## config.mk

```make
export PLATFORM = sky130hd
export DESIGN_NAME = branch_resolve
export DESIGN_NICKNAME = d
export VERILOG_FILES = /design/src/rtl/rv32i_types.sv /design/src/rtl/branch_resolve_target_calc.sv /design/src/rtl/branch_resolve.sv
export SDC_FILE = /design/constraint.sdc
export NUM_CORES = 1
export LEC_CHECK = 0
export BUFFER_PORTS_ARGS = -buffer_cell sky130_fd_sc_hd__buf_2
export CAP_MARGIN = 20
export CORE_UTILIZATION = 40
export CTS_CLUSTER_SIZE = 30
export DETAILED_ROUTE_END_ITERATION = 10
export SLEW_MARGIN = 10
export SYNTH_ARGS = -nofsm -noshare
export SYNTH_HDL_FRONTEND = slang
export SYNTH_SLANG_ARGS = --single-unit
```

## constraint.sdc

```tcl
create_clock -name clk -period 8.95 [get_ports clk]
set_input_delay 0.4475 -clock clk [delete_from_list [all_inputs] [get_ports clk]]
set_output_delay 0.4475 -clock clk [all_outputs]
set_load 0.05 [all_outputs]
```

## src/rtl/rv32i_types.sv

```systemverilog
// Shared RV32I datapath types: control-flow kinds and the branch resolve FSM states.
package rv32i_types;

  typedef enum logic [1:0] {
    BR   = 2'd0,
    JAL  = 2'd1,
    JALR = 2'd2
  } br_kind_t;

  typedef enum logic [1:0] {
    IDLE   = 2'd0,
    CALC   = 2'd1,
    OUTPUT = 2'd2
  } br_state_t;

  localparam logic [31:0] PC_STEP = 32'd4;

  // JALR targets always have bit 0 forced low before the alignment check.
  function automatic logic [31:0] clear_lsb(input logic [31:0] addr);
    return {addr[31:1], 1'b0};
  endfunction

endpackage

```

## src/rtl/branch_resolve_target_calc.sv

```systemverilog
// br_target_calc: combinational target adder and alignment flag for the branch resolve stage.
module br_target_calc
  import rv32i_types::*;
(
  input  br_kind_t    kind,
  input  logic [31:0] pc,
  input  logic [31:0] imm,
  input  logic [31:0] rs1,
  output logic [31:0] target,
  output logic        misaligned
);

  logic [31:0] sum;

  // JALR adds to rs1 and clears bit 0; BR and JAL add to the PC, wrapping at 2^32.
  always_comb begin
    sum        = '0;
    target     = '0;
    misaligned = 1'b0;
    if (kind == JALR) begin
      sum    = rs1 + imm;
      target = clear_lsb(sum);
    end else begin
      sum    = pc + imm;
      target = sum;
    end
    misaligned = |target[1:0];
  end

endmodule

```

## src/rtl/branch_resolve.sv

```systemverilog
// branch_resolve: three-state (IDLE/CALC/OUTPUT) branch and jump resolution stage.
// Optional statistics counters are built when BRANCH_RESOLVE_STATS_EN is defined.
module branch_resolve
  import rv32i_types::*;
#(
  parameter logic [31:0] RESET_PC = 32'h4000_0000
) (
  input  logic        clk,
  input  logic        rst,
  input  logic        req_valid,
  output logic        req_ready,
  input  br_kind_t    req_kind,
  input  logic [31:0] req_pc,
  input  logic [31:0] req_imm,
  input  logic [31:0] req_rs1,
  input  logic        br_en,
  output logic        out_valid,
  input  logic        out_ready,
  output logic [31:0] next_pc,
  output logic        taken,
  output logic [31:0] link_pc,
  output logic        misalign
`ifdef BRANCH_RESOLVE_STATS_EN
  ,
  output logic [31:0] taken_count,
  output logic [31:0] branch_count
`endif
);

  br_state_t   state_q, state_d;
  br_kind_t    kind_q, kind_d;
  logic [31:0] pc_q, pc_d;
  logic [31:0] imm_q, imm_d;
  logic [31:0] rs1_q, rs1_d;
  logic        br_en_q, br_en_d;
  logic [31:0] next_pc_q, next_pc_d;
  logic        taken_q, taken_d;
  logic [31:0] link_pc_q, link_pc_d;

  logic [31:0] calc_target;
  logic        calc_misaligned;
  logic        calc_taken;

  br_target_calc u_target_calc (
    .kind       (kind_q),
    .pc         (pc_q),
    .imm        (imm_q),
    .rs1        (rs1_q),
    .target     (calc_target),
    .misaligned (calc_misaligned)
  );

  assign calc_taken = (kind_q == BR) ? br_en_q : 1'b1;

  assign next_pc = next_pc_q;
  assign taken   = taken_q;
  assign link_pc = link_pc_q;

  // Next-state, capture and handshake logic for the resolve FSM.
  always_comb begin
    state_d   = state_q;
    kind_d    = kind_q;
    pc_d      = pc_q;
    imm_d     = imm_q;
    rs1_d     = rs1_q;
    br_en_d   = br_en_q;
    next_pc_d = next_pc_q;
    taken_d   = taken_q;
    link_pc_d = link_pc_q;
    req_ready = 1'b0;
    out_valid = 1'b0;
    misalign  = 1'b0;
    case (state_q)
      IDLE: begin
        req_ready = 1'b1;
        if (req_valid) begin
          kind_d  = req_kind;
          pc_d    = req_pc;
          imm_d   = req_imm;
          rs1_d   = req_rs1;
          br_en_d = br_en;
          state_d = CALC;
        end
      end
      CALC: begin
        if (calc_taken && calc_misaligned) begin
          misalign = 1'b1;
          state_d  = IDLE;
        end else begin
          next_pc_d = calc_taken ? calc_target : pc_q + PC_STEP;
          taken_d   = calc_taken;
          link_pc_d = pc_q + PC_STEP;
          state_d   = OUTPUT;
        end
      end
      OUTPUT: begin
        out_valid = 1'b1;
        if (out_ready) begin
          state_d = IDLE;
        end
      end
      default: begin
        state_d = IDLE;
      end
    endcase
  end

  // State and datapath registers; reset drops any pending decision.
  always_ff @(posedge clk or posedge rst) begin
    if (rst) begin
      state_q   <= IDLE;
      kind_q    <= BR;
      pc_q      <= '0;
      imm_q     <= '0;
      rs1_q     <= '0;
      br_en_q   <= 1'b0;
      next_pc_q <= RESET_PC;
      taken_q   <= 1'b0;
      link_pc_q <= '0;
    end else begin
      state_q   <= state_d;
      kind_q    <= kind_d;
      pc_q      <= pc_d;
      imm_q     <= imm_d;
      rs1_q     <= rs1_d;
      br_en_q   <= br_en_d;
      next_pc_q <= next_pc_d;
      taken_q   <= taken_d;
      link_pc_q <= link_pc_d;
    end
  end

`ifdef BRANCH_RESOLVE_STATS_EN
  logic [31:0] taken_count_q, taken_count_d;
  logic [31:0] branch_count_q, branch_count_d;

  assign taken_count  = taken_count_q;
  assign branch_count = branch_count_q;

  // Count completed decisions and misalign drops; taken only counts completed handshakes.
  always_comb begin
    taken_count_d  = taken_count_q;
    branch_count_d = branch_count_q;
    if ((out_valid && out_ready) || misalign) begin
      branch_count_d = branch_count_q + 32'd1;
    end
    if (out_valid && out_ready && taken_q) begin
      taken_count_d = taken_count_q + 32'd1;
    end
  end

  // Statistics registers, wrapping naturally at 32 bits.
  always_ff @(posedge clk or posedge rst) begin
    if (rst) begin
      taken_count_q  <= '0;
      branch_count_q <= '0;
    end else begin
      taken_count_q  <= taken_count_d;
      branch_count_q <= branch_count_d;
    end
  end
`endif

endmodule

```

==> impl_metrics.toml, run 1 <==
[detailed_routing]
drc = 0
wl_per_cell_um = 18.0
drtPass1Iterations = 5
viasPerCell = 5.47
vias = 8712
drtIter0Drc = 749
ant_nets = 0
drt-total-wl_mm = 28.7

[synthesis]
synthDistinctLibCells = 63
syn_area_um2 = 10400
syn_nets = 1265
synth.avg_cell_area_um2 = 9.45
synth_top_area_share_pct = 39.8
synthTopCellsByArea = "dfrtp_1 (40%), mux2_2 (11%), ha_1 (7.5%)"
seq_area_frac_synth_pct = 40.1
yosys.area.top_type = "dfrtp_1"
ys.flop_type = "dfrtp_1"
synth_warnings = 0
async_flop_share_pct = 100
syn-instance-count = 1098
ys_seq_elements = 166
synth_edf_count = 0

[hold_path]
min_path_type = "in -> async"

[clocking]
cts.sinks = 166
cts_buffers = 17
hold_buffers = 0
cts_setup_buffers = 0
clk_pin_slew_ps = 70
cts.htree.levels = 4
cts_tree = "yes"
root_buffer = "clkbuf_16"
cts_buffer_depth = 2
clock_latency_ps = 450
cts_resized = 0

[global_route]
grt_pass1_wl_mm = 45.6
antenna_found_initial = 0
grt_pass1_vias = 8112
grt-ovfl-total = 0
grt_max_degree = 109
grt_usage_pct = 22.3

[setup_path]
crit_chain = "ha_1 > fa_1 > a21o_1 > a21oi_1 > o21ai_0 > a21oi_1 > o21ai_0 > a311o_1 > xor2_1 > nor2_1 > o31ai_1"
max_stage_delay_ps = 420
cp.required_ps = 9290
critPathLaunchType = "register"
crit_fanout = 5
endpoint_kind = "register"
r2r_cells = 11
critical_path_class = "reg -> reg"
slowest_stage = "dfrtp_1"
crit_arrival_ps = 3670

[timing]
clock_skew_ps = 14.0
timing.setup.tns_ps = 0
finalHoldViolCount = 0
worstMarginPinSlew_ps = 997
period_needed_ps = 3330
period_share_pct = 37.2
max_freq_mhz = 300
drv_slew = 0
setup_viol = 0
rsz0062_at_grt = "no"
relSlewSlack_pct = 33.6

[cells_and_area]
final_nets = 1417
insertedDiodeCount = 0
drive_gt1_share_pct = 25.2
nFillCells = 2429
fin_area_um2 = 12100
area_delta_synth_final_pct = 17.1

[place]
routabilityCongestion = 0.898
io_buffers = 170
hpwl_mm = 21.8
place_area_um2 = 11500

[floorplan]
die_area_um2 = 26600
io_pins = 171
floorplan.initialDensity_pct = 41.0
core-area_um2 = 25300
num_rows = 58
die_y_um = 163
die_x_um = 163

[outcome]
status = "finished, final reports clean"

[flow_run]
max_cap_viol_count = 0
## Yosys cell counts (8+ instances only)
master,count
o21ai_0,84
o211ai_1,12
nor3_1,11
nor2_1,59
and3_1,8
and2_1,8
o21bai_1,15
o21a_1,9
ha_1,62
nand3_1,22
o31ai_1,10
mux2_2,97
nand4_1,20
dfrtp_1,165
a22o_1,8
nand2_1,149
xor2_1,41
a21o_1,24
a31oi_1,9
xnor2_1,38
inv_1,25
clkbuf_1,37
a21oi_1,97
## cells in the final DEF (no fill, tap or decap), types with 22 or more instances in the layout
cell     count
a21o_1      24
nor2_1      59
xnor2_1     38
mux2_2      97
dfrtp_1    165
ha_1        62
buf_2      170
nand2_1    149
inv_1       24
a21oi_1     97
xor2_1      41
nand3_1     22
o21ai_0     84
## cell type report
cell class	count	area, µm²	share of cell area (%)
clock buffers	18	429	3.53
flip-flops and latches	166	4160	34.2
repair buffers	177	903	7.44
well taps	330	413	3.40
clock inverters	14	185	1.52
multi-input cells	863	5960	49.1
inverters	25	98.8	0.814
## per-stage QoR
step / hold WS [ps] / cells / setup WS, ps / util (%)
final: 187 / 1593 / 5620 / 48.0
after global routing: 220 / 1593 / 5350 / 48.0
after CTS: 206 / 1593 / 5660 / 48.0
after detailed placement: 461 / 1561 / 5680 / 45.5
after global placement: 455 / 1561 / 5740 / 45.5
after floorplan: 485 / 1098 / 4010 / -
## state kept, by name (all words and copies together), names as in the netlist
register / flops
imm_q: 32
link_pc: 32
next_pc: 32
pc_q: 32
rs1_q: 32
kind_q: 2
state_q: 2
br_en_q: 1
taken: 1
## per-layer routing
metal	wire length [µm]	GRT usage (%)	part of all wire, %	up-vias
met3	1500	2.77	5.2	23
met4	376	5.82	1.3	0
li1	-	-	-	4266
met2	11400	29.9	40	278
met1	15400	36.6	54	4145
met5	0	0	0	-
## worst paths after layout
check                           start           to  slack (ps)
max                           pc_q[0]  next_pc[24]        5620
max reg2reg                   pc_q[0]  next_pc[24]        5620
min reg2reg                next_pc[0]   next_pc[0]         470
min in group clk            out_ready   state_q[1]         210
min                               rst   next_pc[3]         190
max in group asynchronous         rst    rs1_q[19]        7330
## critical path: cells and delay by family (launching register included)
family | cells | cell delay, ps
xor+xnor | 1 | 160
simple gates | 1 | 60
flops | 1 | 420
compound gates | 7 | 1920
fa+ha+maj | 2 | 670
## cell families after synthesis
logic type                 count (synthesis)  synth area share [%]
adders and majority gates                 64                  7.86
DFF                                      166                  40.1
and+or+nand+nor                          312                  13.8
AOI/OAI and AO/OA                        307                  18.1
buffers and inverters                     69                  2.53
xor gates and xnor gates                  79                  6.67
muxes                                    101                  10.9
Power of run 1 is left out: the tool's default activity adds up to more than one toggle a clock period on the data nets, which glitch-free logic cannot reach.
==> run 2: changes to the inputs <==
ABC_AREA = 1   (was default)
clock period = 2.7 ns   (was 8.95 ns; I/O delays follow)
==> run 2 against run 1 <==
  * Cell area is 25% higher
  * Clock-buffer cell count stayed put
  * Hold slack better by 23 ps
  * Via count is 47% higher
  * Sequential cell count stayed put
  * Largest cell class unchanged
==> impl_metrics.toml, run 2 <==
[timing]
relSlewSlack_pct = 49.7
max_freq_mhz = 406
rsz0062_at_grt = "no"
drv_slew = 0
period_share_pct = 91.1
worstMarginPinSlew_ps = 752
finalHoldViolCount = 0
setup_viol = 0
clock_skew_ps = 18.5
layout_setup_ws_ps = 240
period_needed_ps = 2460

[place]
place_area_um2 = 13600
hpwl_mm = 32.1
io_buffers = 170
place_ws_ps = 217
routabilityCongestion = 0.910

[setup_path]
crit_arrival_ps = 2840
cp.required_ps = 3080
critPathLaunchType = "register"
endpoint_kind = "register"
crit_fanout = 26
critical_path_class = "reg -> reg"

[floorplan]
floorplan.initialDensity_pct = 40.9
die_y_um = 177
io_pins = 171
die_area_um2 = 31200
num_rows = 63
die_x_um = 177
core-area_um2 = 29900

[clocking]
cts_buffers = 17
cts_buffer_depth = 2
cts_tree = "yes"
cts.sinks = 166
clk_pin_slew_ps = 70
root_buffer = "clkbuf_16"
cts.htree.levels = 4
clock_latency_ps = 460

[synthesis]
syn-instance-count = 1964
synth_warnings = 0
synthTopCellsByArea = "dfrtp_1 (34%), nand2_1 (28%), inv_1 (9.5%)"
async_flop_share_pct = 100
synth.avg_cell_area_um2 = 6.22
yosys-top-cells-count = "nand2_1 (905), inv_1 (310), dfrtp_1 (165)"
synthDistinctLibCells = 42
synth.most_common_cell = "nand2_1"
yosys.area.top_type = "dfrtp_1"
syn_area_um2 = 12200
synth_edf_count = 0
syn_nets = 2131
ys_seq_elements = 166
seq_area_frac_synth_pct = 34.0
ys.flop_type = "dfrtp_1"
synth_top_area_share_pct = 33.8

[power_and_ir_drop]
seqPwrFrac_pct = 23.6
comb_power_share_pct = 64.0
p_sw_share_pct = 56.1
peakVddDrop_mv = 0.506
p_switching_w = 0.0115
clock_power_share_pct = 12.5
p_per_area_nw_per_um2 = 1340
intPower_w = 0.00897
p_total_w = 0.0204
p_leak_nw = 8.79

[detailed_routing]
ant_nets = 0
wl_met2_mm = 17.4
drtIter0Drc = 976
drc = 0
drt-total-wl_mm = 40.4
routed-wl-met3_mm = 1.93
wl_met1_mm = 20.4
wl_per_cell_um = 15.3
viasPerCell = 4.86
drtPass1Iterations = 6
vias = 12800
top_layer = "met4"

[cells_and_area]
final_nets = 2401
insertedDiodeCount = 0
layout_common_cells = "nand2_1 (904), inv_1 (308), buf_2 (170)"
area_delta_synth_final_pct = 24.5
drive_gt1_share_pct = 10.8
final_util_pct = 50.9
nFillCells = 3127
layout_commonest_cell = "nand2_1"
fin_area_um2 = 15200

[outcome]
status = "finished, final reports clean"

[global_route]
grt-ovfl-total = 0
grt_max_degree = 71
grt_pass1_wl_mm = 64.1
grt_usage_pct = 26.7
antenna_found_initial = 0
grt_pass1_vias = 12100

[hold_path]
min_path_type = "in -> reg"

[flow_run]
max_cap_viol_count = 0
run 2: cell count changes after synthesis, sizes merged, moves of 25 or more:
cell | previous run | this run
nand2 | 149 | 906
o21ai | 89 | 51
xnor2 | 38 | 4
mux2 | 97 | 0
nor2 | 59 | 129
xor2 | 41 | 16
a21oi | 98 | 52
inv | 25 | 313
nand3 | 22 | 125
run 2: per-layer routing:
metal  track usage, %  vias up
li1                 -     6594
met1             38.8     5846
met2             41.3      339
met3             3.82       40
met4             6.72        0
met5                0        -
run 2: cell families (layout without fill, tap and decap cells):
family / count (synthesis) / after routing / synth area share, %
AOI/OAI and AO/OA: 146 / 146 / 6.93
buffers and inverters: 354 / 637 / 11.1
DFF: 166 / 166 / 34.0
xor gates and xnor gates: 20 / 20 / 1.43
adders and majority gates: 64 / 64 / 6.68
and+or+nand+nor: 1214 / 1214 / 39.8
run 2: path summary, 6_finish.rpt:
check	start	end	slack (ps)	cells past startpoint
hold / removal	req_valid	kind_q[0]	210	5
hold reg to reg	link_pc[22]	link_pc[22]	480	2
max in group asynchronous	rst	imm_q[24]	1580	4
min in group asynchronous	rst	next_pc[0]	360	3
setup reg to reg	imm_q[0]	next_pc[20]	240	11
setup / recovery	imm_q[0]	next_pc[20]	240	11
run 2: final cells by class:
class	instances	area [µm²]	share of cell area (%)
Multi-Input combinational cell	1444	6710	44.1
Sequential cell	166	4160	27.3
Timing Repair Buffer	292	2090	13.8
Inverter	313	1180	7.78
Tap cell	390	488	3.21
Clock buffer	18	429	2.82
Clock inverter	14	161	1.06
run 2: power by group through the flow:
stage	Clock (W)	Sequential (W)	Combinational (W)
floorplan	0	0.00583	0.00805
global placement	0	0.00481	0.0127
detailed placement	0	0.00482	0.0128
CTS	0.00258	0.00478	0.0130
global route	0.00269	0.00492	0.0147
finish	0.00255	0.00481	0.0131
run 2: what timing repair did:
| action | in CTS | in global routing |
|---|---|---|
| endpoints found under the hold margin | 128 | 0 |
| setup buffers | 0 | 0 |
| gates resized for setup | 0 | 3 |
| endpoints found under the setup margin | 0 | 3 |
| hold buffers | 101 | 0 |
run 2: through the flow:
step	instances	hold WS [ps]	TNS, ps
floorplan	1964	221	0
global placement	2503	299	-1120
detailed placement	2504	304	0
CTS	2637	210	0
global route	2637	247	0
finish	2637	210	0
run 2: worst max-delay path, stage by stage (launching register included):
cell and delay [ps]:
dfrtp_1 410, nand2_1 110, inv_1 90, fa_1 480, o211ai_2 230, nand2_2 80, buf_4 240, nor2_2 160
buf_4 240, a21oi_1 50, or2_1 230, nand2_1 60
No activity file was read; power rests on OpenSTA's default activity.
==> run 3: changes to the inputs <==
BUFFER_PORTS_ARGS = default   (was -buffer_cell sky130_fd_sc_hd__buf_2)
DONT_BUFFER_PORTS = 1   (was default)
clock period = 3 ns   (was 2.7 ns; I/O delays follow)
==> run 3 against run 2 <==
  * Clock power fell by 11%
  * Hold slack got worse by 200 ps
  * Power fell by 13%
  * Register-to-register slack improved by 270 ps
  * Clock-buffer cell count rose by 1
  * Sequential share of layout area rose by 1.6 points
  * Via count fell by 4.8%
  * Cell area fell by 5.5%
  * Global-route usage fell by 0.36 points
  * Final cell count fell by 6.3%
  * Maximum frequency fell by 1.0%
  * Critical endpoint is now next_pc[7]
  * Largest cell class unchanged
==> impl_metrics.toml, run 3 (synthesized netlist as in run 2, its figures left out) <==
[cells_and_area]
final_nets = 2235
layout_common_cells = "nand2_1 (904), inv_1 (308), dfrtp_1 (165)"
multi_input_area_um2 = 6710
nFillCells = 3161
final_util_pct = 48.1
insertedDiodeCount = 0
regArea_um2 = 4160
fin_area_um2 = 14400
layout_commonest_cell = "nand2_1"
drive_gt1_share_pct = 3.70
area_delta_synth_final_pct = 17.7

[global_route]
grt_pass1_vias = 11600
grt_pass1_wl_mm = 62.6
antenna_found_initial = 0
grt_usage_pct = 26.3
grt_use_met2_pct = 40.5
use_met3_pct = 4.23
grt_max_degree = 71
grt_busiest_layer = "met2"
grt-ovfl-total = 0
use_met1_pct = 37.7

[timing]
period_share_pct = 82.9
setup_viol = 0
timing.setup.tns_ps = 0
holdWs_ps = 10.6
worstMarginPinSlew_ps = 892
relSlewSlack_pct = 40.3
finalHoldViolCount = 0
clock_skew_ps = 27.3
max_freq_mhz = 402
layout_setup_ws_ps = 514
period_needed_ps = 2490
rsz0062_at_grt = "no"
drv_slew = 0

[outcome]
status = "finished, final reports clean"

[floorplan]
core-area_um2 = 29900
die_x_um = 177
io_pins = 171
die_area_um2 = 31200
num_rows = 63
die_y_um = 177
floorplan.initialDensity_pct = 40.9

[power_and_ir_drop]
peakVddDrop_mv = 0.526
p_sw_share_pct = 56.7
comb_power_share_pct = 54.9
seqPwrFrac_pct = 32.4
p_leak_nw = 8.10
clock_power_share_pct = 12.7
p_switching_w = 0.0101
p_per_area_nw_per_um2 = 1240
intPower_w = 0.00770

[setup_path]
critical_path_class = "reg -> reg"
endpoint_kind = "register"
crit_fanout = 30
cp.required_ps = 3330
r2r_cells = 10
crit_arrival_ps = 2810
critPathLaunchType = "register"

[detailed_routing]
drc = 0
wl_per_cell_um = 16.2
drtIter0Drc = 821
ant_nets = 0
vias = 12200
drt-total-wl_mm = 40.0
drtPass1Iterations = 5
viasPerCell = 4.94

[clocking]
cts_resized = 0
cts_tree = "yes"
clock_latency_ps = 470
root_buffer = "clkbuf_16"
cts.sinks = 166
clk_pin_slew_ps = 80
hold_buffers = 101
cts_buffer_depth = 2
cts_buffers = 17
cts.htree.levels = 4
cts_setup_buffers = 0

[hold_path]
min_path_type = "in -> reg"
holdPathStages = 2

[flow_run]
max_cap_viol_count = 0

[place]
io_buffers = 0
routabilityCongestion = 0.940
hpwl_mm = 31.5
place_ws_ps = 580
place_area_um2 = 12800
==> run 3: cell types whose count changed in the layout (fill, tap and decap cells not counted), moves of 2 or more <==
cell | previous run | this run
inv_8 | 5 | 2
buf_4 | 14 | 20
buf_2 | 170 | 0
clkinv_4 | 2 | 4
==> run 3: layout make-up <==
| class | instances | share of cell area, % |
|---|---|---|
| clock buffers | 19 | 3.08 |
| inverters | 313 | 8.22 |
| repair buffers | 126 | 8.77 |
| well taps | 390 | 3.39 |
| clock inverters | 13 | 0.940 |
| flip-flops and latches | 166 | 28.9 |
| multi-input cells | 1444 | 46.7 |
==> run 3: path summary, 6_finish.rpt <==
| path | start | to | slack [ps] |
|---|---|---|---|
| worst min register to register | rs1_q[16] | rs1_q[16] | 480 |
| max in group asynchronous | rst | rs1_q[20] | 2010 |
| min in group asynchronous | rst | next_pc[6] | 190 |
| worst max-delay path | imm_q[0] | next_pc[7] | 510 |
| worst max register to register | imm_q[0] | next_pc[7] | 510 |
| worst min-delay path | req_valid | state_q[0] | 10 |
==> run 3: through the flow <==
stage / instances / power, W
after floorplan: 1964 / 0.0125
after global placement: 2337 / 0.0152
after detailed placement: 2337 / 0.0153
after CTS: 2470 / 0.0178
after global routing: 2471 / 0.0195
final: 2471 / 0.0178
==> run 3: worst max-delay path: stages (launching register included) <==
cell and delay [ps]:
dfrtp_1 410, ha_1 230, fa_1 430, nor2_1 90, nand2_1 70, o211ai_2 100
nand2_2 140, inv_2 420, o21ai_0 250, o211ai_1 140, nand2_1 80
==> run 3: layer usage <==
| metal | share of wire [%] | vias to the layer above |
|---|---|---|
| met4 | 2.3 | 0 |
| met3 | 5.4 | 54 |
| met5 | 0 | - |
| li1 | - | 6242 |
| met1 | 49 | 5559 |
| met2 | 43 | 350 |
==> run 3: power by group through the flow <==
stage	Sequential [W]	Clock, W	Combinational, W
finish	0.00577	0.00226	0.00977
detailed placement	0.00579	0	0.00955
floorplan	0.00525	0	0.00725
global route	0.00590	0.00238	0.0112
CTS	0.00576	0.00229	0.00970
global placement	0.00579	0	0.00943
